<file path="config.mk">
export PLATFORM = sky130hd
export DESIGN_NAME = frame_generator
export DESIGN_NICKNAME = d
export VERILOG_FILES = /design/src/rtl/frame_generator.sv
export SDC_FILE = /design/constraint.sdc
export NUM_CORES = 1
export LEC_CHECK = 0
export ABC_AREA = 1
export BUFFER_PORTS_ARGS = -buffer_cell sky130_fd_sc_hd__buf_2
export CAP_MARGIN = 20
export CORE_MARGIN = 4
export CORE_UTILIZATION = 50
export DETAILED_ROUTE_END_ITERATION = 10
export GPL_TIMING_DRIVEN = 0
export MAX_ROUTING_LAYER = met4
export PLACE_DENSITY = 0.85
export SLEW_MARGIN = 30
export SYNTH_ARGS = -nofsm -noshare
export SYNTH_HDL_FRONTEND = slang
export SYNTH_SLANG_ARGS = --single-unit
</file>
<file path="constraint.sdc">
create_clock -name i_clock -period 2.5 [get_ports i_clock]
set_input_delay 0.125 -clock i_clock [delete_from_list [all_inputs] [get_ports i_clock]]
set_output_delay 0.125 -clock i_clock [all_outputs]
set_load 0.005 [all_outputs]
</file>
<file path="src/rtl/frame_generator.sv">
// Frame generator: bursts of incrementing-pattern data blocks separated by idle gaps (error injection via FRAME_GEN_ERR_INJECT_EN).
// One-cycle registered latency; no backpressure, i_enable low freezes every register.
module frame_generator #(
  parameter int NB_DATA_RAW     = 64,
  parameter int NB_CTRL_RAW     = 8,
  parameter int NB_BYTE         = 8,
  parameter int NB_LEN          = 8,
  parameter int NB_DATA_COUNTER = 32
) (
  input  logic                       i_clock,
  input  logic                       i_reset,
  input  logic                       i_enable,
  input  logic [NB_LEN-1:0]          i_burst_len,
  input  logic [NB_LEN-1:0]          i_gap_len,
`ifdef FRAME_GEN_ERR_INJECT_EN
  input  logic                       i_inject_err,
`endif
  output logic [NB_DATA_RAW-1:0]     o_tx_raw_data,
  output logic [NB_CTRL_RAW-1:0]     o_tx_raw_ctrl,
  output logic [NB_DATA_COUNTER-1:0] o_data_count
);

  localparam int N_LANES = NB_DATA_RAW / NB_BYTE;
  localparam logic [NB_BYTE-1:0] IDLE_BYTE = NB_BYTE'(8'h07);

  typedef enum logic {ST_DATA = 1'b0, ST_GAP = 1'b1} state_t;

  state_t                     r_state;
  state_t                     w_state_next;
  logic [NB_LEN-1:0]          r_blk_cnt;
  logic [NB_LEN-1:0]          w_blk_cnt_next;
  logic [NB_LEN:0]            w_blk_cnt_inc;
  logic [NB_BYTE-1:0]         r_pattern;
  logic [NB_BYTE-1:0]         w_pattern_next;
  logic [NB_DATA_RAW-1:0]     r_tx_raw_data;
  logic [NB_DATA_RAW-1:0]     w_data_next;
  logic [NB_CTRL_RAW-1:0]     r_tx_raw_ctrl;
  logic [NB_CTRL_RAW-1:0]     w_ctrl_next;
  logic [NB_DATA_COUNTER-1:0] r_data_count;
  logic [NB_DATA_COUNTER-1:0] w_count_next;

  // One extra bit so blk_cnt+1 never wraps before the length compare.
  assign w_blk_cnt_inc = {1'b0, r_blk_cnt} + (NB_LEN + 1)'(1);

  always_ff @(posedge i_clock) begin
    if (i_reset) begin
      r_state <= ST_DATA;
    end else if (i_enable) begin
      r_state <= w_state_next;
    end
  end

  always_comb begin
    w_state_next   = r_state;
    w_blk_cnt_next = r_blk_cnt;
    w_pattern_next = r_pattern;
    w_count_next   = r_data_count;
    w_data_next    = {N_LANES{IDLE_BYTE}};
    w_ctrl_next    = {NB_CTRL_RAW{1'b1}};
    case (r_state)
      ST_DATA: begin
        w_data_next    = {N_LANES{r_pattern}};
        w_ctrl_next    = '0;
        w_pattern_next = r_pattern + NB_BYTE'(1);
        w_count_next   = r_data_count + NB_DATA_COUNTER'(1);
`ifdef FRAME_GEN_ERR_INJECT_EN
        if (i_inject_err) begin
          w_data_next[NB_DATA_RAW-1 -: NB_BYTE] = r_pattern ^ NB_BYTE'(1);
        end
`endif
        if (i_burst_len == '0 || i_gap_len == '0) begin
          w_blk_cnt_next = '0;
        end else if (w_blk_cnt_inc >= {1'b0, i_burst_len}) begin
          w_state_next   = ST_GAP;
          w_blk_cnt_next = '0;
        end else begin
          w_blk_cnt_next = w_blk_cnt_inc[NB_LEN-1:0];
        end
      end
      ST_GAP: begin
        if (w_blk_cnt_inc >= {1'b0, i_gap_len}) begin
          w_state_next   = ST_DATA;
          w_blk_cnt_next = '0;
        end else begin
          w_blk_cnt_next = w_blk_cnt_inc[NB_LEN-1:0];
        end
      end
      default: begin
        w_state_next   = ST_DATA;
        w_blk_cnt_next = '0;
      end
    endcase
  end

  always_ff @(posedge i_clock) begin
    if (i_reset) begin
      r_blk_cnt     <= '0;
      r_pattern     <= '0;
      r_data_count  <= '0;
      r_tx_raw_data <= {N_LANES{IDLE_BYTE}};
      r_tx_raw_ctrl <= {NB_CTRL_RAW{1'b1}};
    end else if (i_enable) begin
      r_blk_cnt     <= w_blk_cnt_next;
      r_pattern     <= w_pattern_next;
      r_data_count  <= w_count_next;
      r_tx_raw_data <= w_data_next;
      r_tx_raw_ctrl <= w_ctrl_next;
    end
  end

  assign o_tx_raw_data = r_tx_raw_data;
  assign o_tx_raw_ctrl = r_tx_raw_ctrl;
  assign o_data_count  = r_data_count;

endmodule

</file>
# Word level (Yosys, flattened, before mapping)

Cells that the tools add are included.

Reductions and logical operators: 4
$lt $le $gt $ge: 2
Bitwise operators: 1
Add/sub/neg operators: 3
Muxes and demuxes: 10

Operators by type and width:

| cell                    | count |
|---|---|
| $mux W64                | 1 |
| $add A32 B1 Y32 const B | 1 |
| $mux W8                 | 4 |
| $ge A9 B8 Y1            | 2 |
| $logic_not A8 Y1        | 2 |
| $pmux W8 S2             | 1 |
| $add A8 B1 Y9 const B   | 1 |
| $add A8 B1 Y8 const B   | 1 |
| $mux W1                 | 3 |
| $pmux W1 S2             | 1 |
| $reduce_and A2 Y1       | 1 |
| $logic_or A1 B1 Y1      | 1 |
| $not A1 Y1              | 1 |

Output and inout bits: 104
Bits in registers: 121
Logic and storage cells: 26
Bits of input ports: 19

# Longest topological paths before layout

Gate-level depths: netlist of the first run.

Depth in word-level cells: 5
Gate-level depth with buffers: 17
Depth with buffers taken out: 17

# Worst setup path after synthesis of the first run

Ideal clock, no wire load.

Kind: register -> register
From: register r_blk_cnt[0]
To: register r_blk_cnt[0]
Buffers on the path: 0
Required time: 2,430 ps
Slack: 387 ps
Arrival time: 2,042 ps
Library setup time: 70 ps
Clock period less this slack: 2,113 ps
Stages on the path, launching flop included: 14
Path through: dfxtp_1 -> ha_1 -> nand3_1 -> nor2_1 -> xor2_1 -> inv_1 -> ha_1 -> a21oi_1 -> nand2_1 -> nand2_1 -> nand3_1 -> nand2_1 -> nand2_1 -> a21oi_1

Cells in the longest elaborated chain, start to end: 5
Elaborated cells on any way between the ends: 7
Those cells by class: add/sub: 1; order compare: 2; mux: 4

Ends and longest elaborated chain:

| element                | RTL line | text |
|---|---|---|
| start, declared        | 30       | `logic [NB_LEN-1:0] r_blk_cnt;` |
| start signal, assigned | 103      | `r_blk_cnt <= w_blk_cnt_next;` |
| $add A8 B1 Y9 *        | 43       | `assign w_blk_cnt_inc = {1'b0, r_blk_cnt} + (NB_LEN + 1)'(1);` |
| $ge A9 B8 Y1           | 73       | `end else if (w_blk_cnt_inc >= {1'b0, i_burst_len}) begin` |
| $mux W8                | 73       |  |
| $mux W8                | 71       | `if (i_burst_len == '0 \|\| i_gap_len == '0) begin` |
| $pmux W8 S2 *          | 60       | `case (r_state)` |

Every way passes the cells marked *; elsewhere a longest branch is shown, timed or not.
A chain may end at the register's enable or synchronous reset.

# Worst setup path in the final report of the first run

From: register r_blk_cnt[0]
To: register r_blk_cnt[2]

Same word-level chain as after synthesis.

==> results of run 1 <==
worst min-delay path by stage:
stage                   endpoint  cells after the start        startpoint
2_1_floorplan   o_tx_raw_ctrl[6]                      2          i_enable
3_3_place_gp   o_tx_raw_data[55]                      2      r_pattern[7]
3_5_place_dp    o_data_count[17]                      1  o_data_count[17]
4_1_cts         o_tx_raw_ctrl[6]                      3          i_enable
5_1_grt        o_tx_raw_data[58]                      3          i_enable
6_report        o_tx_raw_ctrl[6]                      3          i_enable
stage by stage:
stage / setup TNS [ps] / total power [W] / instances
after global placement: 0 / 0.001220 / 758
after detailed placement: -361.5 / 0.001232 / 758
after global routing: -166.7 / 0.002346 / 776
after floorplan: 0 / 0.001135 / 538
final: 0 / 0.002262 / 776
after CTS: 0 / 0.002276 / 774
power by group:
group          switching [W]  total [W]  internal [W]
clock network       0.000385    0.00105      0.000665
logic               0.000124   0.000247      0.000123
registers          0.0000246   0.000965      0.000940
metal layers:
layer | track usage, % | part of all wire, %
met4 | 8.183 | 1.5
met1 | 23.90 | 41
met3 | 3.745 | 6.5
met2 | 36.88 | 51
met5 | - | 0
kinds of logic (layout without fill, tap and decap cells):
group / after synthesis / after routing / share of synthesized area [%]
xor+xnor: 19 / 19 / 4.465
flops: 58 / 58 / 31.15
buf+inv: 137 / 276 / 20.48
fa+ha+maj: 19 / 19 / 6.378
compound gates: 64 / 64 / 8.896
simple gates: 241 / 241 / 28.63
sequential cells by signal (all words and copies together) (netlist names):
signal         count
o_tx_raw_data      8
r_blk_cnt          8
r_pattern          8
r_state            1
o_tx_raw_ctrl      1
o_data_count      32
layout make-up:
| cell class | instances | area share [%] |
|---|---|---|
| Sequential cell | 58 | 24.53 |
| Multi-Input combinational cell | 343 | 38.53 |
| Timing Repair Buffer | 123 | 13.10 |
| Inverter | 63 | 5.017 |
| Clock buffer | 10 | 2.693 |
| Tap cell | 99 | 2.614 |
| Clock inverter | 6 | 2.429 |
| Buffer | 74 | 11.09 |
critical path, stage by stage, from the launching register on:
cell	delay, ps
dfxtp_2	400
ha_1	220
nand3_2	120
nor2_2	170
xor2_1	210
inv_1	100
ha_1	300
a21oi_1	160
nand2_1	80
nand2_1	80
nand3_1	120
nand2_4	130
nand2_1	70
a21oi_1	130
placed cells by master (no fill, tap or decap), types with 11 or more instances in the layout:
cell type	n
nand3_1	16
nor3_1	14
o21ai_0	19
a21oi_1	39
buf_4	65
dfxtp_1	57
inv_1	61
nand2_1	113
buf_2	121
xor2_1	13
clkbuf_1	11
nor2_1	62
ha_1	19
repair_timing:
item	CTS	global route
buffers inserted	0	2
resized for setup	2	4
setup endpoints to repair	8	8
pin swaps	0	2
==> impl_metrics.ini, run 1 <==
[synthesis]
synth-edff-count = 0
yosysSeqAreaShare_pct = 31.15
synth_top_cell_area_share_pct = 31.15
yosysMostFrequentCell = nand2_1
synth_cells = 538
ys_top_cells_by_area = dfxtp_1 31%, buf_4 13%, nand2_1 11%, ha_1 6.4%, nor2_1 6.3%
synth.avg_cell_area_sq_um = 6.928
synth_seq_cells = 58
ys.flop_type = dfxtp_1
yosysWarnings = 0
synthesis.area_sq_um = 3727
ys_async_sr_fraction_pct = 0
synth_nets = 576
synth.top_cells.by_count = 114 x nand2_1, 63 x buf_4, 63 x nor2_1
yosys.area.top_type = dfxtp_1
ys_types = 34

[critical_path]
r2r-end = r_blk_cnt[2]
worstPathRequired_ps = 2760
crit_path_start = r_blk_cnt[0]
rr_startpoint = r_blk_cnt[0]
setup.worst_path.end = r_blk_cnt[2]
endpoint_kind = flip-flop
critPathMaxFanout = 8
worstRegToRegCells = 13
arrival_ps = 2630
rrSetupSlack_ps = 130
start_kind = flip-flop
worst-setup-path-type = reg -> reg

[cts]
ctsHoldBuffers = 0
cts-root-buf = clkbuf_8
clkSinkCount = 58
htree_levels = 3
clk_latency_ps = 340
cts_buffer_depth = 2
numCtsBuffers = 9
cts_tree = built
cts.reportedPaths.clkPinSlew_ps = 70

[sta]
finalHoldViolCount = 0
min_period_over_period_pct = 94.88
holdWs_ps = 179.2
setup_viol = 0
period_needed_ps = 2372
worst_slack_ps = 127.9
skew_ps = 6.424
tightest_slew_ps = 598.2
max_slew_margin_pct = 60.12
fmax_mhz = 421.6
report.final.slew_viol_count = 0

[final_layout]
drive_gt1_share_pct = 32.94
diodes = 0
finalCoreUtilization_pct = 65.33
multi_input_area_sq_um = 1826
seqCellArea_sq_um = 1162
final_area_sq_um = 4738
fin_nets = 710
fillers = 615
area_growth_pct = 27.12

[die]
die_w_microns = 94.34
ios = 123
initial_core_util_pct = 51.39
die-height_microns = 94.34
rows = 31
placeableCoreArea_sq_um = 7253
die-area_sq_um = 8900

[placement]
post-place-ws_ps = -65.47
dp_hpwl_mm = 7.200
place_area_sq_um = 4457
gp_congestion = 0.8782
io_buffers = 121

[detailed_routing]
drtIter0Drc = 170
ant_nets = 0
drc = 0
avgRoutedWirePerCell_microns = 11.95
wl_mm = 9.273
num_vias = 3713
first_pass_iters = 5
vias_per_cell = 4.785

[worst_hold_path]
holdCritPathClass = in -> reg

[grt]
grt_pass1_wl_mm = 14.75
antenna_found_initial = 0
grt_max_degree = 12
grt-ovfl-total = 0
grt_pass1_vias = 3454
track_usage_pct = 21.08

[power]
power.density_nw_per_um2 = 477.5
leakage_nw = 2.390
peakVddDrop_v = 0.0003560

[job]
maxCapViolCount = 0

[outcome]
outcome = completed
No activity file was read; power rests on OpenSTA's default activity.
==> inputs of run 2 (changes only) <==
Settings changed: BUFFER_PORTS_ARGS -buffer_cell sky130_fd_sc_hd__buf_2 to -buffer_cell sky130_fd_sc_hd__buf_4, CORE_MARGIN 4 to 5, RECOVER_POWER set to 100.
==> impl_metrics.ini, run 2 (synthesis gave the netlist of run 1 again) <==
[worst_hold_path]
holdCritPathClass = in -> reg

[sta]
fmax_mhz = 419.3
max_slew_margin_pct = 67.65
report.final.slew_viol_count = 0
skew_ps = 7.891
setup_viol = 0
min_period_over_period_pct = 95.40
period_needed_ps = 2385
tightest_slew_ps = 481.5
finalHoldViolCount = 0
holdWs_ps = 120.8

[grt]
track_usage_pct = 21.35
grt_pass1_vias = 3555
grt_pass1_wl_mm = 15.39
grt_max_degree = 11
antenna_found_initial = 0
grt-ovfl-total = 0

[critical_path]
crit_chain = ha_1 > nand3_2 > xnor2_2 > ha_1 > nand2_1 > inv_1 > nand2_1 > nand3_1 > nand2_1 > nand2_1 > nand2_1 > nand3_1 > nand2_4 > nand2_1 > a21oi_1
arrival_ps = 2640
worst-setup-path-type = reg -> reg
worstRegToRegCells = 15
worstPathRequired_ps = 2760
setup.worst_path.end = r_blk_cnt[7]
critPathMaxFanout = 8
r2r-end = r_blk_cnt[7]
cp_slowest_stage_delay_ps = 400
endpoint_kind = flip-flop
start_kind = flip-flop
crit_top_cell = nand2_1
rr_startpoint = r_blk_cnt[0]
cpMaxStageDelayCell = dfxtp_2
crit_path_start = r_blk_cnt[0]
rrSetupSlack_ps = 120

[die]
placeableCoreArea_sq_um = 7253
die-area_sq_um = 9281
ios = 123
die-height_microns = 96.34
rows = 31
initial_core_util_pct = 51.39
die_w_microns = 96.34

[cts]
clk_latency_ps = 330
cts_buffer_depth = 2
clkSinkCount = 58
htree_levels = 3
cts-root-buf = clkbuf_8
numCtsBuffers = 9
cts_tree = built
cts.reportedPaths.clkPinSlew_ps = 70

[final_layout]
fillers = 611
final_cell_mix = 114 x nand2_1, 99 x clkbuf_4, 83 x buf_4
area_growth_pct = 31.55
diodes = 0
layout_commonest_cell = nand2_1
seqCellArea_sq_um = 1162
final_area_sq_um = 4903
largest_reg_flops = 32
fin_nets = 711
drive_gt1_share_pct = 30.53
multi_input_area_sq_um = 1789

[detailed_routing]
wl_mm = 9.655
first_pass_iters = 4
drc = 0
drtIter0Drc = 170
num_vias = 3760
ant_nets = 0
avgRoutedWirePerCell_microns = 12.43
vias_per_cell = 4.839

[power]
peakVddDrop_v = 0.0003288
power.density_nw_per_um2 = 404.6
power_w = 0.001984
leakage_nw = 2.336

[job]
maxCapViolCount = 0

[outcome]
outcome = completed

[placement]
dp_hpwl_mm = 7.544
place_area_sq_um = 4760
io_buffers = 121
gp_congestion = 0.9065
[run 2: cell count changes in the layout (fill, tap and decap cells not counted), moves of 2 or more]
cell | previous run | this run
clkinv_4 | 2 | 0
buf_2 | 121 | 0
clkbuf_1 | 11 | 18
nor2_2 | 5 | 0
clkinv_2 | 1 | 3
nor2_1 | 62 | 68
bufinv_16 | 3 | 0
clkbuf_4 | 0 | 99
nor3_1 | 14 | 16
buf_4 | 65 | 83
[run 2: timing repair]
action	CTS	global route
buffers inserted	0	3
pin swaps	0	2
gates resized for setup	2	6
endpoints found under the setup margin	8	9
hold buffers	0	0
[run 2: metal layers]
layer / vias up / GRT usage [%] / part of all wire, % / wire length, microns
met4: 0 / 9.930 / 2.4 / 235
li1: 1917 / - / - / -
met1: 1688 / 22.94 / 40 / 3853
met2: 130 / 38.41 / 51 / 4927
met5: - / - / 0 / 0
met3: 25 / 3.206 / 6.6 / 638
[run 2: layout make-up]
cell class / instances / area share [%]
repair buffers: 124 / 18.60
inverters: 63 / 4.848
multi-input cells: 343 / 36.49
clock buffers: 13 / 3.036
clock inverters: 3 / 0.3062
flip-flops and latches: 58 / 23.70
well taps: 99 / 2.526
plain buffers: 74 / 10.49
[run 2: how the worst min path moves through the flow]
stage,cells after the start,from,slack [ps],to
6_report,3,i_enable,120,o_tx_raw_ctrl[6]
5_1_grt,3,i_enable,140,o_tx_raw_ctrl[6]
4_1_cts,3,i_enable,110,o_tx_raw_ctrl[6]
3_5_place_dp,3,i_enable,450,o_tx_raw_ctrl[6]
3_3_place_gp,3,i_enable,440,o_tx_raw_ctrl[6]
2_1_floorplan,2,i_enable,250,o_tx_raw_ctrl[6]
[run 2: per-stage QoR]
step | setup WS (ps) | TNS, ps | std cells | utilization (%)
after floorplan | 387.3 | 0 | 538 | -
after global placement | 63.90 | 0 | 758 | 65.62
after detailed placement | -18.92 | -21.27 | 758 | 65.62
after CTS | 8.243 | 0 | 774 | 68.02
after global routing | -64.19 | -284.6 | 777 | 67.60
final | 115.1 | 0 | 777 | 67.60
[run 2: worst max-delay path: cells and delay by family, from the launching register on]
family / cells / cell delay [ps]
buffers and inverters: 1 / 60
and+or+nand+nor: 10 / 930
AOI/OAI and AO/OA: 1 / 140
DFF: 1 / 400
xor gates and xnor gates: 1 / 240
adders and majority gates: 2 / 510
[run 2: power by group]
| group | switching [W] | internal [W] | total (W) |
|---|---|---|---|
| Sequential | 0.0000249 | 0.000941 | 0.000966 |
| Combinational | 0.000126 | 0.000146 | 0.000273 |
| Clock | 0.000363 | 0.000383 | 0.000746 |
